### config.mk
export PLATFORM = sky130hd
export DESIGN_NAME = result_uart_tx
export DESIGN_NICKNAME = d
export VERILOG_FILES = /design/src/rtl/result_uart_pkg.sv /design/src/rtl/result_fifo.sv /design/src/rtl/result_uart_tx.sv
export SDC_FILE = /design/constraint.sdc
export NUM_CORES = 1
export LEC_CHECK = 0
export ABC_CLOCK_PERIOD_IN_PS = 3500
export BUFFER_PORTS_ARGS = -buffer_cell sky130_fd_sc_hd__buf_2
export CAP_MARGIN = 40
export CORE_ASPECT_RATIO = 1.5
export CORE_MARGIN = 5
export CORE_UTILIZATION = 60
export CTS_BUF_LIST = sky130_fd_sc_hd__clkbuf_2
export DETAILED_ROUTE_END_ITERATION = 10
export GPL_TIMING_DRIVEN = 1
export MAX_ROUTING_LAYER = met4
export PLACE_DENSITY = 0.88
export SKIP_CTS_REPAIR_TIMING = 1
export SLEW_MARGIN = 20
export SYNTH_ARGS = -nofsm -noshare
export SYNTH_HDL_FRONTEND = slang
export SYNTH_SLANG_ARGS = --single-unit
### constraint.sdc
create_clock -name clk -period 3.5 [get_ports clk]
set_clock_uncertainty 0.2 [all_clocks]
set_input_delay 0 -clock clk [delete_from_list [all_inputs] [get_ports clk]]
set_output_delay 0 -clock clk [all_outputs]
set_load 0.1 [all_outputs]
### src/rtl/result_uart_pkg.sv
// Shared types and constants for the result UART transmitter.
// Imported by the capture FIFO and the transmitter top.
package result_uart_pkg;

  typedef enum logic [1:0] {IDLE, START, DATA, STOP} tx_state_t;

  localparam int FRAME_BITS = 10;
  localparam int WORD_BYTES = 2;
  localparam int WORD_W     = 16;

  localparam logic [2:0] LAST_BIT = 3'd7;

endpackage

### src/rtl/result_fifo.sv
// First-word-fall-through FIFO holding captured result words.
// Extra pointer bit tells full from empty.
module result_fifo
  import result_uart_pkg::*;
#(
  parameter int DEPTH = 4
) (
  input  logic              clk,
  input  logic              reset,
  input  logic              push,
  input  logic              pop,
  input  logic [WORD_W-1:0] din,
  output logic [WORD_W-1:0] dout,
  output logic              full,
  output logic              empty
);

  localparam int AW = $clog2(DEPTH);

  logic [AW:0]       wr_q, wr_d;
  logic [AW:0]       rd_q, rd_d;
  logic [WORD_W-1:0] mem_q [DEPTH];
  logic              do_push;
  logic              do_pop;

  assign empty = (wr_q == rd_q);
  assign full  = (wr_q[AW] != rd_q[AW]) &&
                 (wr_q[AW-1:0] == rd_q[AW-1:0]);

  // A pop on the same edge frees the slot a full push needs
  assign do_pop  = pop && !empty;
  assign do_push = push && (!full || do_pop);
  assign dout    = mem_q[rd_q[AW-1:0]];

  // Pointer advance
  always_comb begin
    wr_d = wr_q;
    rd_d = rd_q;
    if (do_push) wr_d = wr_q + (AW+1)'(1);
    if (do_pop)  rd_d = rd_q + (AW+1)'(1);
  end

  // Pointer registers
  always_ff @(posedge clk or posedge reset) begin
    if (reset) begin
      wr_q <= '0;
      rd_q <= '0;
    end else begin
      wr_q <= wr_d;
      rd_q <= rd_d;
    end
  end

  // Storage write; contents are don't-care until pushed
  always_ff @(posedge clk) begin
    if (do_push) mem_q[wr_q[AW-1:0]] <= din;
  end

endmodule

### src/rtl/result_uart_tx.sv
// Captures changes on the result bus and sends each word
// as two 8N1 frames, high byte first.
module result_uart_tx
  import result_uart_pkg::*;
#(
  parameter int CLKS_PER_BIT = 16,
  parameter int FIFO_DEPTH   = 4
) (
  input  logic              clk,
  input  logic              reset,
  input  logic [WORD_W-1:0] result,
  output logic              tx,
  output logic              busy,
  output logic              overflow
);

  localparam int CW = $clog2(CLKS_PER_BIT);
  localparam logic [CW-1:0] CNT_MAX =
    CW'(CLKS_PER_BIT - 1);

  tx_state_t         state_q, state_d;
  logic [CW-1:0]     cnt_q, cnt_d;
  logic [2:0]        bit_q, bit_d;
  logic [WORD_W-1:0] shreg_q, shreg_d;
  logic              bsel_q, bsel_d;
  logic [WORD_W-1:0] last_q;
  logic              ovf_q;

  logic              change;
  logic              pop;
  logic              full;
  logic              empty;
  logic [WORD_W-1:0] fifo_dout;
  logic              tick;
  logic [7:0]        cur_byte;

  assign change   = (result != last_q);
  assign tick     = (cnt_q == CNT_MAX);
  assign overflow = ovf_q;
  assign busy     = (state_q != IDLE) || !empty;

  result_fifo #(
    .DEPTH (FIFO_DEPTH)
  ) u_fifo (
    .clk   (clk),
    .reset (reset),
    .push  (change),
    .pop   (pop),
    .din   (result),
    .dout  (fifo_dout),
    .full  (full),
    .empty (empty)
  );

  // Change detector and sticky drop flag
  always_ff @(posedge clk or posedge reset) begin
    if (reset) begin
      last_q <= '0;
      ovf_q  <= 1'b0;
    end else if (change) begin
      last_q <= result;
      if (full && !pop) ovf_q <= 1'b1;
    end
  end

  // FSM state, bit timer and shift register
  always_ff @(posedge clk or posedge reset) begin
    if (reset) begin
      state_q <= IDLE;
      cnt_q   <= '0;
      bit_q   <= '0;
      shreg_q <= '0;
      bsel_q  <= 1'b0;
    end else begin
      state_q <= state_d;
      cnt_q   <= cnt_d;
      bit_q   <= bit_d;
      shreg_q <= shreg_d;
      bsel_q  <= bsel_d;
    end
  end

  // Next state: frame sequencing and word pops
  always_comb begin
    state_d = state_q;
    cnt_d   = '0;
    bit_d   = bit_q;
    shreg_d = shreg_q;
    bsel_d  = bsel_q;
    pop     = 1'b0;
    if (state_q != IDLE)
      cnt_d = tick ? '0 : cnt_q + CW'(1);
    unique case (state_q)
      IDLE: begin
        if (!empty) begin
          pop     = 1'b1;
          shreg_d = fifo_dout;
          bsel_d  = 1'b0;
          state_d = START;
        end
      end
      START: begin
        if (tick) state_d = DATA;
      end
      DATA: begin
        if (tick) begin
          bit_d = bit_q + 3'd1;
          if (bit_q == LAST_BIT) state_d = STOP;
        end
      end
      STOP: begin
        if (tick) begin
          if (!bsel_q) begin
            bsel_d  = 1'b1;
            state_d = START;
          end else if (!empty) begin
            pop     = 1'b1;
            shreg_d = fifo_dout;
            bsel_d  = 1'b0;
            state_d = START;
          end else begin
            state_d = IDLE;
          end
        end
      end
      default: state_d = IDLE;
    endcase
  end

  // Serial line level for the current state
  always_comb begin
    cur_byte = bsel_q ? shreg_q[7:0] : shreg_q[15:8];
    tx       = 1'b1;
    unique case (state_q)
      IDLE:    tx = 1'b1;
      START:   tx = 1'b0;
      DATA:    tx = cur_byte[bit_q];
      STOP:    tx = 1'b1;
      default: tx = 1'b1;
    endcase
  end

endmodule

---- Word-level counts from Yosys, hierarchy flattened ----
Memory sizes are Yosys's and may differ from the RTL's.
Cells that the tools add are included.
word-level totals
  bits in registers ....................... 49
  bits in latches ......................... 0
  memory bits (writable) .................. 64
  ROM bits ................................ 0
  bits of input ports ..................... 18
  word-level logic and storage cells ...... 77
  memories ................................ 1
operators by class
  add/sub/neg operators ................... 4
  multipliers ............................. 0
  div/mod/pow operators ................... 0
  magnitude comparators ................... 1
  equality and inequality tests ........... 15
  shift-type cells ........................ 0
  mux-type cells .......................... 29
  bitwise operators ....................... 0
  reductions and logical operators ........ 18
memories
  name          depth  width  read ports  clocked after Yosys merged registers in  wr ports  RTL line           source
  u_fifo.mem_q  4      16     1           0                                        1         result_fifo.sv:22  logic [WORD_W-1:0] mem_q [DEPTH];
operators by type and width
  operator               count
  $mux W16               3
  $pmux W16 S2           1
  $ne A16 B16 Y1         1
  $mux W1                12
  $ne A2 B2 Y1 const B   6
  $mux W2                5
  $add A3 B1 Y3 const B  3
  $mux W4                2
  $mux W8                1
  $pmux W2 S4            1
  $reduce_and A3 Y1      2
  $reduce_and A5 Y1      1
  $add A4 B1 Y4 const B  1
  $eq A2 B2 Y1 const B   2
  $eq A4 B4 Y1 const B   1
  $logic_and A1 B1 Y1    4
  $lt A3 B4 Y1 const B   1
  $pmux W1 S2            2
  $reduce_and A2 Y1      2
  $reduce_bool A2 Y1     2
  $bmux W1 S3            1
  $eq A3 B3 Y1           1
  $eq A3 B3 Y1 const B   1
  $logic_not A1 Y1       3
  7 further kinds        8

---- Logic depth before layout (Yosys ltp) ----
Gate-level depths: netlist (run 1).
  depth in word-level cells ............... 10
  gate-level depth with buffers ........... 8
  gate-level depth less buffers ........... 7

---- By module ----
A second synthesis (run 1) with hierarchy kept.
unflattened totals
  cell total of the unflattened synthesis .. 279
  area, all modules ....................... 4819.6 um^2
by module, submodules not included
  module          instances  cells each  area an instance (um^2)  sequential area each (um^2)
  result_fifo     1          120         2775.2                   2072.0
  result_uart_tx  1          159         2044.5                   1076.0

---- Worst setup path before layout (run 1) ----
Ideal clock, no wire load.
  path kind ............................... register -> register
  from .................................... register state_q[0]
  to ...................................... memory u_fifo.mem_q[3][0] (enable)
  setup time .............................. 0.417 ns
  data arrival time ....................... 2.606 ns
  required time ........................... 2.883 ns
  path slack .............................. 0.277 ns
  cell stages (with the launch flop) ...... 7
  path buffers ............................ 0
  clock period less this slack ............ 3.223 ns
  path through ............................ dfrtp_1 > inv_1 > ha_1 > and2b_2 > a32o_2 > nor3_2 > nor3b_1
between the ends
  cells in the longest elaborated chain, start to end .. 7
  elaborated cells between the ends (all ways) .. 8
ends and longest elaborated chain
  what                                                     RTL line              source
  start, declared                                          result_uart_tx.sv:21  tx_state_t state_q, state_d;
  start signal, assigned                                   result_uart_tx.sv:75  state_q <= state_d;
  $eq A2 B2 Y1 / $logic_not A2 Y1 (equally long branches)  result_uart_tx.sv:93  unique case (state_q)
  $pmux W1 S2 *                                            result_uart_tx.sv:93
  $logic_and A1 B1 Y1 *                                    result_fifo.sv:31     assign do_pop = pop && !empty;
  $logic_or A1 B1 Y1 *                                     result_fifo.sv:32     assign do_push = push && (!full || do_pop);
  $logic_and A1 B1 Y1 *                                    result_fifo.sv:32
  $mux W1 *                                                result_fifo.sv:56     if (do_push) mem_q[wr_q[AW-1:0]] <= din;
  $mux W1 (not written as such) *                          result_fifo.sv:56
  end, declared                                            result_fifo.sv:22
Mark *: on every way between the ends. The rest lies on a longest branch, timed or not.

---- Worst setup path in the final report (run 1) ----
  from .................................... register state_q[1]
  to ...................................... memory u_fifo.mem_q[1][12] (enable)
The elaborated chain is that of the path after synthesis.

==> results.sh, run 1 <==
export IMPL_status="complete, no violations"
export IMPL_firstDrtPassIters=5
export IMPL_nets=358
export IMPL_cts_max_path_buffers=2
export IMPL_grt_first_pass_wirelength_um=13000
export IMPL_rsz0062_at_grt="false"
export IMPL_hpwl_um=5350
export IMPL_final_core_util_pct=70.1
export IMPL_cts_root_buf="clkbuf_2"
export IMPL_start_util_pct=61.7
export IMPL_antenna_found_initial=1
export IMPL_netlist_area_leader_share_pct=40.6
export IMPL_drt_initial_drc_count=161
export IMPL_setup_violations=0
export IMPL_design_core_area_mm2=0.00766
export IMPL_clock_latency_ps=650
export IMPL_placementRows=39
export IMPL_period_needed_ps=2870
export IMPL_path_cells="inv_1 -> ha_1 -> and2b_2 -> a32o_2 -> nor3_2 -> nor2_2 -> and2_1"
export IMPL_synth_seq_cells=113
export IMPL_async_flop_share_pct=43.4
export IMPL_ys_top_cells_by_area="edfxtp_1 41%, dfrtp_1 26%, mux4_2 9.5%"
export IMPL_yosys_area_top_type="edfxtp_1"
export IMPL_vias_per_cell=5.57
export IMPL_globalRouteTotalUtil_pct=19.2
export IMPL_max_cap_viol_count=0
export IMPL_ys_seq_area_share_pct=66.6
export IMPL_synth_main_ff_cell="edfxtp_1"
export IMPL_path_class="register to register"
export IMPL_endpoint_kind="register"
export IMPL_io_buffer_count=20
export IMPL_synthDistinctLibCells=38
export IMPL_finalSetupTns_ps=0
export IMPL_fp_dieH_um=119
export IMPL_vias=2467
export IMPL_dpl_instance_area_mm2=0.00488
export IMPL_numCtsBuffers=17
export IMPL_crit_fanout=16
export IMPL_relSlewSlack_pct=45.0
export IMPL_synth_edff_count=64
export IMPL_ant_nets=0
export IMPL_synth_cells=274
export IMPL_maxSlewViolCount=0
export IMPL_worstPathArrival_ps=2930
export IMPL_grt_overflow=0
export IMPL_cts_tree="built"
export IMPL_worst_path_buf_inv=1
export IMPL_syn_area_mm2=0.00473
export IMPL_grt_max_degree=31
export IMPL_grt_pass1_vias=2464
export IMPL_drc=0
export IMPL_finalCritPeriodShare_pct=82.0
export IMPL_layout_commonest_cell="edfxtp_1"
export IMPL_ys_warn_count=0
export IMPL_crit_path_top_delay_cell="and2_1"
export IMPL_h_tree_depth=4
export IMPL_drive_gt1_share_pct=28.5
export IMPL_wl_um=8400
export IMPL_critPathLaunchType="register"
export IMPL_area_growth_pct=13.6
export IMPL_finalHoldViolations=0
export IMPL_place_congestion=0.765
export IMPL_syn_nets=305
export IMPL_timing_fmax_mhz=348
export IMPL_max_slew_worst_pin_slew_ps=824
export IMPL_avgSynthCellArea_um2=17.3
export IMPL_wl_per_cell_um=19.0
export IMPL_p_leak_nw=2.11
export IMPL_numClockSinks=113
export IMPL_clk_pin_slew_ps=150
export IMPL_required_ps=3560
export IMPL_layout_common_cells="64 x edfxtp_1, 49 x dfrtp_1, 34 x dlygate4sd3_1"
export IMPL_hp_class="input port to asynchronous set/reset pin"
export IMPL_power_density_mw_per_mm2=866
export IMPL_holdWs_ps=250
export IMPL_fin_area_mm2=0.00537
export IMPL_die_w_um=82.5
export IMPL_ios=21
export IMPL_crit_family="simple AND/OR/NAND/NOR gates"
export IMPL_max_stage_delay_ps=690
export IMPL_finalPower_mw=4.65
export IMPL_die_area_mm2=0.00979
export IMPL_ir_drop_v=0.000490
==> state kept, by name (all words and copies together), names as in the netlist <==
register	cells
shreg_q	16
u_fifo.wr_q	3
bsel_q	1
bit_q	3
u_fifo.mem_q	64
overflow	1
state_q	2
u_fifo.rd_q	3
last_q	16
cnt_q	4
==> cell usage after synthesis, types with 2 or more instances <==
cell and instances:
and3_1 2, nor3b_1 2, dfrtp_1 49, nand3_1 2, nand4_1 5, ha_1 13
xnor2_1 24, clkbuf_1 17, nand2_1 8, mux4_2 20, buf_2 2, inv_1 9
buf_4 2, and2_1 3, mux2_4 11, edfxtp_1 64, a21oi_1 7, buf_6 2
mux2_2 10, nor3_1 3, o21ai_0 2
==> worst reg2reg max path, stage by stage, from the launching register on <==
cell and delay, ps:
dfrtp_1 440, inv_1 110, ha_1 330, and2b_2 230, a32o_2 220, nor3_2 80, nor2_2 200, and2_1 690
==> where the power goes <==
| part | switching, mW | internal [mW] |
|---|---|---|
| Sequential | 0.266 | 1.97 |
| Clock | 0.436 | 0.169 |
| Combinational | 0.911 | 0.899 |
| Total | 1.61 | 3.04 |
==> metrics by stage <==
step	worst slack, ps	instances
2_1_floorplan	277	274
3_3_place_gp	764	375
3_5_place_dp	611	376
4_1_cts	564	408
5_1_grt	419	443
6_report	630	443
==> layer usage <==
metal	track usage, %	share of wire (%)	up-vias
met5	-	0	-
met4	9.10	3.1	0
met3	5.02	4.5	25
met2	30.1	54	87
met1	22.9	38	1233
li1	-	-	1122
==> cells by family (layout without fill, tap and decap cells) <==
kind of cell,Yosys count,after routing,synth area share [%]
AND/OR/NAND/NOR,33,33,4.31
flip-flops,113,113,66.6
multiplexers,42,42,15.6
adder cells (fa/ha/maj),13,13,3.44
buffers and inverters,33,99,3.39
other,0,1,0
AO/OA/AOI/OAI,15,15,2.06
XOR/XNOR,25,25,4.63
==> final cells by class <==
cell class,count,area [µm²]
clock inverters,12,50.0
inverters,9,33.8
fillers,537,2290
clock buffers,20,100
repair buffers,58,483
multi-input cells,128,1430
well taps,102,128
flip-flops and latches,113,3150
diodes,1,2.50
==> path summary, 6_finish.rpt <==
| check | startpoint | cells after the start | end | slack [ps] |
|---|---|---|---|---|
| setup / recovery | state_q[1]$_DFFE_PP0P_ | 7 | u_fifo.mem_q[1][12]$_DFFE_PP_ | 630 |
| hold / removal | reset | 4 | u_fifo.wr_q[2]$_DFFE_PP0P_ | 250 |
| setup reg to reg | state_q[1]$_DFFE_PP0P_ | 7 | u_fifo.mem_q[1][12]$_DFFE_PP_ | 630 |
| hold reg to reg | overflow$_DFFE_PP0P_ | 2 | overflow$_DFFE_PP0P_ | 310 |
| max in group asynchronous | reset | 5 | last_q[10]$_DFFE_PP0P_ | 2320 |
| min in group clk | overflow$_DFFE_PP0P_ | 2 | overflow$_DFFE_PP0P_ | 310 |
Power figures use the tool's default switching activity.
==> inputs of run 2 (changes only) <==
Settings changed: ABC_CLOCK_PERIOD_IN_PS 3500 to 2300, CORE_UTILIZATION 60 to 57.
Clock period 3.5 ns to 2.3 ns, I/O delays scaled along.
==> run 2 against run 1 <==
Against the previous run: the run now ends with setup timing left; count of clock-buffer cells in the layout decreased by 2; non-clock buffer count rose by 23; power up 78%; critical path type is now register to output pin; critical endpoint is now tx; largest cell class unchanged; largest power group is now combinational logic.
==> results.sh, run 2 (synthesis results as in run 1) <==
export IMPL_finalPower_mw=8.28
export IMPL_drc=0
export IMPL_drive_gt1_share_pct=37.7
export IMPL_finalCritPeriodShare_pct=115
export IMPL_path_class="register to output pin"
export IMPL_crit_fanout=6
export IMPL_firstDrtPassIters=4
export IMPL_r2r_start="state_q[0]$_DFFE_PP0P_"
export IMPL_largest_register_ffs=64
export IMPL_ant_nets=0
export IMPL_vias_per_cell=5.38
export IMPL_die_area_mm2=0.0103
export IMPL_numCtsBuffers=17
export IMPL_hpwl_um=5580
export IMPL_place_congestion=0.820
export IMPL_grt_pass1_vias=2629
export IMPL_hp_class="register to register"
export IMPL_status="complete, but fails checks"
export IMPL_wl_met2_um=5250
export IMPL_critPathLaunchType="register"
export IMPL_r2r_cells=8
export IMPL_wl_per_cell_um=19.5
export IMPL_clk_pin_slew_ps=170
export IMPL_finalHoldViolations=0
export IMPL_regToRegSetupSlack_ps=-50
export IMPL_worstHoldPathCells=2
export IMPL_cts_root_buf="clkbuf_2"
export IMPL_max_stage_delay_ps=490
export IMPL_maxSlewViolCount=0
export IMPL_layout_common_cells="64 x edfxtp_1, 49 x dfrtp_1, 34 x dlygate4sd3_1"
export IMPL_clock_latency_ps=640
export IMPL_h_tree_depth=4
export IMPL_placementRows=40
export IMPL_min_to="overflow$_DFFE_PP0P_"
export IMPL_worst_slack_ps=-341
export IMPL_r2r_end="u_fifo.mem_q[1][1]$_DFFE_PP_"
export IMPL_violations="setup timing"
export IMPL_relSlewSlack_pct=61.7
export IMPL_final_core_util_pct=72.0
export IMPL_endpoint_kind="output pin"
export IMPL_grt_overflow=0
export IMPL_dr_wl_met3_um=352
export IMPL_area_growth_pct=22.6
export IMPL_nets=384
export IMPL_power_density_mw_per_mm2=1430
export IMPL_highest_layer="met4"
export IMPL_drt_initial_drc_count=135
export IMPL_antenna_found_initial=0
export IMPL_grt_first_pass_wirelength_um=13500
export IMPL_grt_max_degree=27
export IMPL_p_leak_nw=2.32
export IMPL_dpl_instance_area_mm2=0.00509
export IMPL_setup_violations=50
export IMPL_vias=2532
export IMPL_period_needed_ps=2640
export IMPL_globalRouteTotalUtil_pct=18.4
export IMPL_timing_fmax_mhz=379
export IMPL_worstPathArrival_ps=2440
export IMPL_cts_max_path_buffers=2
export IMPL_crit_path_top_delay_cell="mux4_2"
export IMPL_worst_path_buf_inv=2
export IMPL_holdWs_ps=294
export IMPL_design_core_area_mm2=0.00806
export IMPL_cts_tree="built"
export IMPL_max_slew_worst_pin_slew_ps=574
export IMPL_fin_cells=471
export IMPL_wl_met1_um=3390
export IMPL_io_buffer_count=20
export IMPL_numClockSinks=113
export IMPL_crit_family="multiplexers"
export IMPL_wl_um=9170
export IMPL_start_util_pct=58.7
export IMPL_path_cells="buf_6 -> mux4_2 -> mux2_4 -> o211ai_1 -> a21oi_2 -> buf_12"
export IMPL_ios=21
export IMPL_max_cap_viol_count=0
export IMPL_layout_commonest_cell="edfxtp_1"
export IMPL_rsz0062_at_grt="true"
export IMPL_ir_drop_v=0.000946
export IMPL_antenna_cells=0
export IMPL_die_w_um=84.4
export IMPL_hold_start="overflow$_DFFE_PP0P_"
export IMPL_dp_cells=395
export IMPL_fin_area_mm2=0.00580
export IMPL_fp_dieH_um=122
export IMPL_required_ps=2100
run 2: changes by cell type in the layout (fill, tap and decap cells not counted), sizes merged:
cell,before,now
clkbuf,20,18
and2,3,6
clkinv,12,8
clkinvlp,0,2
bufinv,0,4
buf,24,47
diode,1,0
run 2: how the worst max path moves through the flow:
stage | start | to | slack [ps] | cells past startpoint
floorplan | state_q[0]$_DFFE_PP0P_ | state_q[0]$_DFFE_PP0P_ | -330 | 7
global placement | state_q[0]$_DFFE_PP0P_ | u_fifo.mem_q[3][15]$_DFFE_PP_ | -170 | 6
detailed placement | state_q[0]$_DFFE_PP0P_ | u_fifo.mem_q[0][5]$_DFFE_PP_ | -100 | 8
CTS | bsel_q$_DFFE_PP0P_ | tx | -560 | 6
global route | bsel_q$_DFFE_PP0P_ | tx | -520 | 6
finish | bsel_q$_DFFE_PP0P_ | tx | -340 | 6
run 2: area by class of cell:
class,count,area (µm²)
Tap cell,105,131
Timing Repair Buffer,81,701
Clock inverter,14,170
Clock buffer,18,90.1
Sequential cell,113,3150
Fill cell,450,2260
Multi-Input combinational cell,131,1530
Inverter,9,33.8
run 2: tightest hold or removal path, stage by stage (launching register included):
cell,delay (ps)
dfrtp_1,370
inv_1,50
o41ai_1,50
run 2: routing by layer:
| metal | up-vias | GRT usage, % |
|---|---|---|
| li1 | 1180 | - |
| met1 | 1278 | 20.1 |
| met2 | 59 | 32.0 |
| met3 | 15 | 5.07 |
| met4 | 0 | 7.23 |
| met5 | - | - |
run 2: where the power goes:
| part | switching (mW) | total, mW | internal [mW] | leakage (nW) |
|---|---|---|---|---|
| combinational | 1.70 | 3.56 | 1.86 | 0.990 |
| clock | 0.695 | 1.39 | 0.696 | 0.154 |
| sequential | 0.333 | 3.33 | 2.99 | 1.18 |
| total | 2.73 | 8.28 | 5.56 | 2.32 |
run 2: through the flow:
| stage | worst slack (ps) | setup TNS (ps) |
|---|---|---|
| final | -341 | -1810 |
| after detailed placement | -98.5 | -5120 |
| after global placement | -175 | -3740 |
| after floorplan | -326 | -1410 |
| after CTS | -561 | -8570 |
| after global routing | -525 | -5310 |
==> inputs of run 3 (changes only) <==
Settings changed: MAX_ROUTING_LAYER met4 to default.
==> run 3 against run 2 <==
Against the previous run: critical endpoint unchanged; register-to-register slack about the same; critical path type unchanged; sequential power about the same; fmax decreased by 2.2%; count of clock-buffer cells in the layout unchanged; worst setup slack got worse by 60 ps; the run still ends with setup timing left; flip-flop and latch count unchanged.
==> results.sh, run 3 (synthesis results as in run 1) <==
export IMPL_relSlewSlack_pct=62.3
export IMPL_die_area_mm2=0.0103
export IMPL_antenna_cells=0
export IMPL_hp_class="input port to asynchronous set/reset pin"
export IMPL_finalHoldViolations=0
export IMPL_layout_commonest_cell="edfxtp_1"
export IMPL_die_w_um=84.4
export IMPL_path_class="register to output pin"
export IMPL_vias=2558
export IMPL_numClockSinks=113
export IMPL_rsz0062_at_grt="true"
export IMPL_p_int_mw=5.55
export IMPL_p_clk_share_pct=16.8
export IMPL_worstPathArrival_ps=2500
export IMPL_wl_um=9160
export IMPL_place_congestion=0.809
export IMPL_drt_initial_drc_count=151
export IMPL_vias_per_cell=5.43
export IMPL_grt_pass1_vias=2638
export IMPL_nFillCells=450
export IMPL_grt_max_degree=27
export IMPL_fin_cells=471
export IMPL_switching_power_mw=2.73
export IMPL_regArea_mm2=0.00315
export IMPL_fp_dieH_um=122
export IMPL_max_slew_worst_pin_slew_ps=564
export IMPL_setup_violations=50
export IMPL_power_density_mw_per_mm2=1430
export IMPL_start_util_pct=58.7
export IMPL_status="complete, but fails checks"
export IMPL_cts_max_path_buffers=2
export IMPL_firstDrtPassIters=4
export IMPL_place_ws_ps=-98.5
export IMPL_critPathLaunchType="register"
export IMPL_finalPower_mw=8.28
export IMPL_p_seq_share_pct=40.2
export IMPL_hpwl_um=5580
export IMPL_wl_per_cell_um=19.5
export IMPL_antenna_found_initial=0
export IMPL_cts_tree="built"
export IMPL_required_ps=2100
export IMPL_area_growth_pct=22.6
export IMPL_highest_layer="met4"
export IMPL_finalCritPeriodShare_pct=117
export IMPL_clk_pin_slew_ps=180
export IMPL_cts_root_buf="clkbuf_2"
export IMPL_grt_overflow=0
export IMPL_violations="setup timing"
export IMPL_wl_met2_um=5270
export IMPL_maxSlewViolCount=0
export IMPL_period_needed_ps=2700
export IMPL_max_cap_viol_count=0
export IMPL_grt_first_pass_wirelength_um=13500
export IMPL_ir_drop_v=0.000946
export IMPL_numCtsBuffers=17
export IMPL_ant_nets=0
export IMPL_crit_fanout=6
export IMPL_timing_fmax_mhz=370
export IMPL_largest_register_ffs=64
export IMPL_drive_gt1_share_pct=37.7
export IMPL_endpoint_kind="output pin"
export IMPL_multi_input_area_mm2=0.00153
export IMPL_ios=21
export IMPL_dp_cells=395
export IMPL_combinationalPowerShare_pct=43.1
export IMPL_dr_wl_met3_um=331
export IMPL_h_tree_depth=4
export IMPL_drc=0
export IMPL_io_buffer_count=20
export IMPL_nets=384
export IMPL_clock_latency_ps=640
export IMPL_placementRows=40
export IMPL_worst_slack_ps=-401
export IMPL_p_leak_nw=2.32
export IMPL_design_core_area_mm2=0.00806
export IMPL_wl_met1_um=3370
export IMPL_swShare_pct=33.0
export IMPL_layout_common_cells="64 x edfxtp_1, 49 x dfrtp_1, 34 x dlygate4sd3_1"
export IMPL_globalRouteTotalUtil_pct=17.8
==> run 3: cell counts in the layout (fill, tap and decap cells not counted) <==
Identical to the previous run, type by type.
==> run 3: area by class of cell <==
type	count	area share, %
clock buffers	18	1.55
flip-flops and latches	113	54.3
inverters	9	0.582
repair buffers	81	12.1
multi-input cells	131	26.3
clock inverters	14	2.93
well taps	105	2.26
==> run 3: path summary, 6_finish.rpt <==
path                                                endpoint  cells after the start                    from  slack [ps]
worst max-delay path                                      tx                      6      bsel_q$_DFFE_PP0P_        -400
min in group clk                        overflow$_DFFE_PP0P_                      2    overflow$_DFFE_PP0P_         300
worst min register to register          overflow$_DFFE_PP0P_                      2    overflow$_DFFE_PP0P_         300
max in group asynchronous             shreg_q[5]$_DFFE_PP0P_                      5                   reset         930
worst min-delay path                      cnt_q[3]$_DFF_PP0_                      4                   reset         300
worst max register to register  u_fifo.mem_q[1][1]$_DFFE_PP_                      8  state_q[0]$_DFFE_PP0P_         -50
==> run 3: power groups by stage <==
stage / Combinational [mW] / Clock [mW] / Sequential (mW)
final: 3.57 / 1.39 / 3.33
after global routing: 3.82 / 1.52 / 3.39
after CTS: 3.27 / 1.40 / 3.33
after detailed placement: 3.25 / 0 / 3.37
after global placement: 3.09 / 0 / 3.31
after floorplan: 2.48 / 0 / 3.24
==> run 3: metrics by stage <==
| step | area (µm²) | hold slack [ps] | setup TNS, ps | util, % |
|---|---|---|---|---|
| finish | 5800 | 298 | -1980 | 72.0 |
| detailed placement | 5090 | -113 | -5120 | 63.1 |
| global route | 5800 | 316 | -5320 | 72.0 |
| CTS | 5350 | -846 | -8570 | 66.4 |
| global placement | 5070 | -129 | -3740 | 63.0 |
| floorplan | 4800 | -102 | -1410 | - |
==> run 3: layer usage <==
metal	track usage, %	vias up
met1	20.1	1302
met2	32.0	62
met5	0	-
met3	4.26	17
li1	-	1177
met4	8.12	0
==> run 3: worst max-delay path, stage by stage (launching register included) <==
cell	delay, ps
dfrtp_1	390
buf_6	130
mux4_2	490
mux2_4	270
o211ai_1	290
a21oi_2	130
buf_12	180
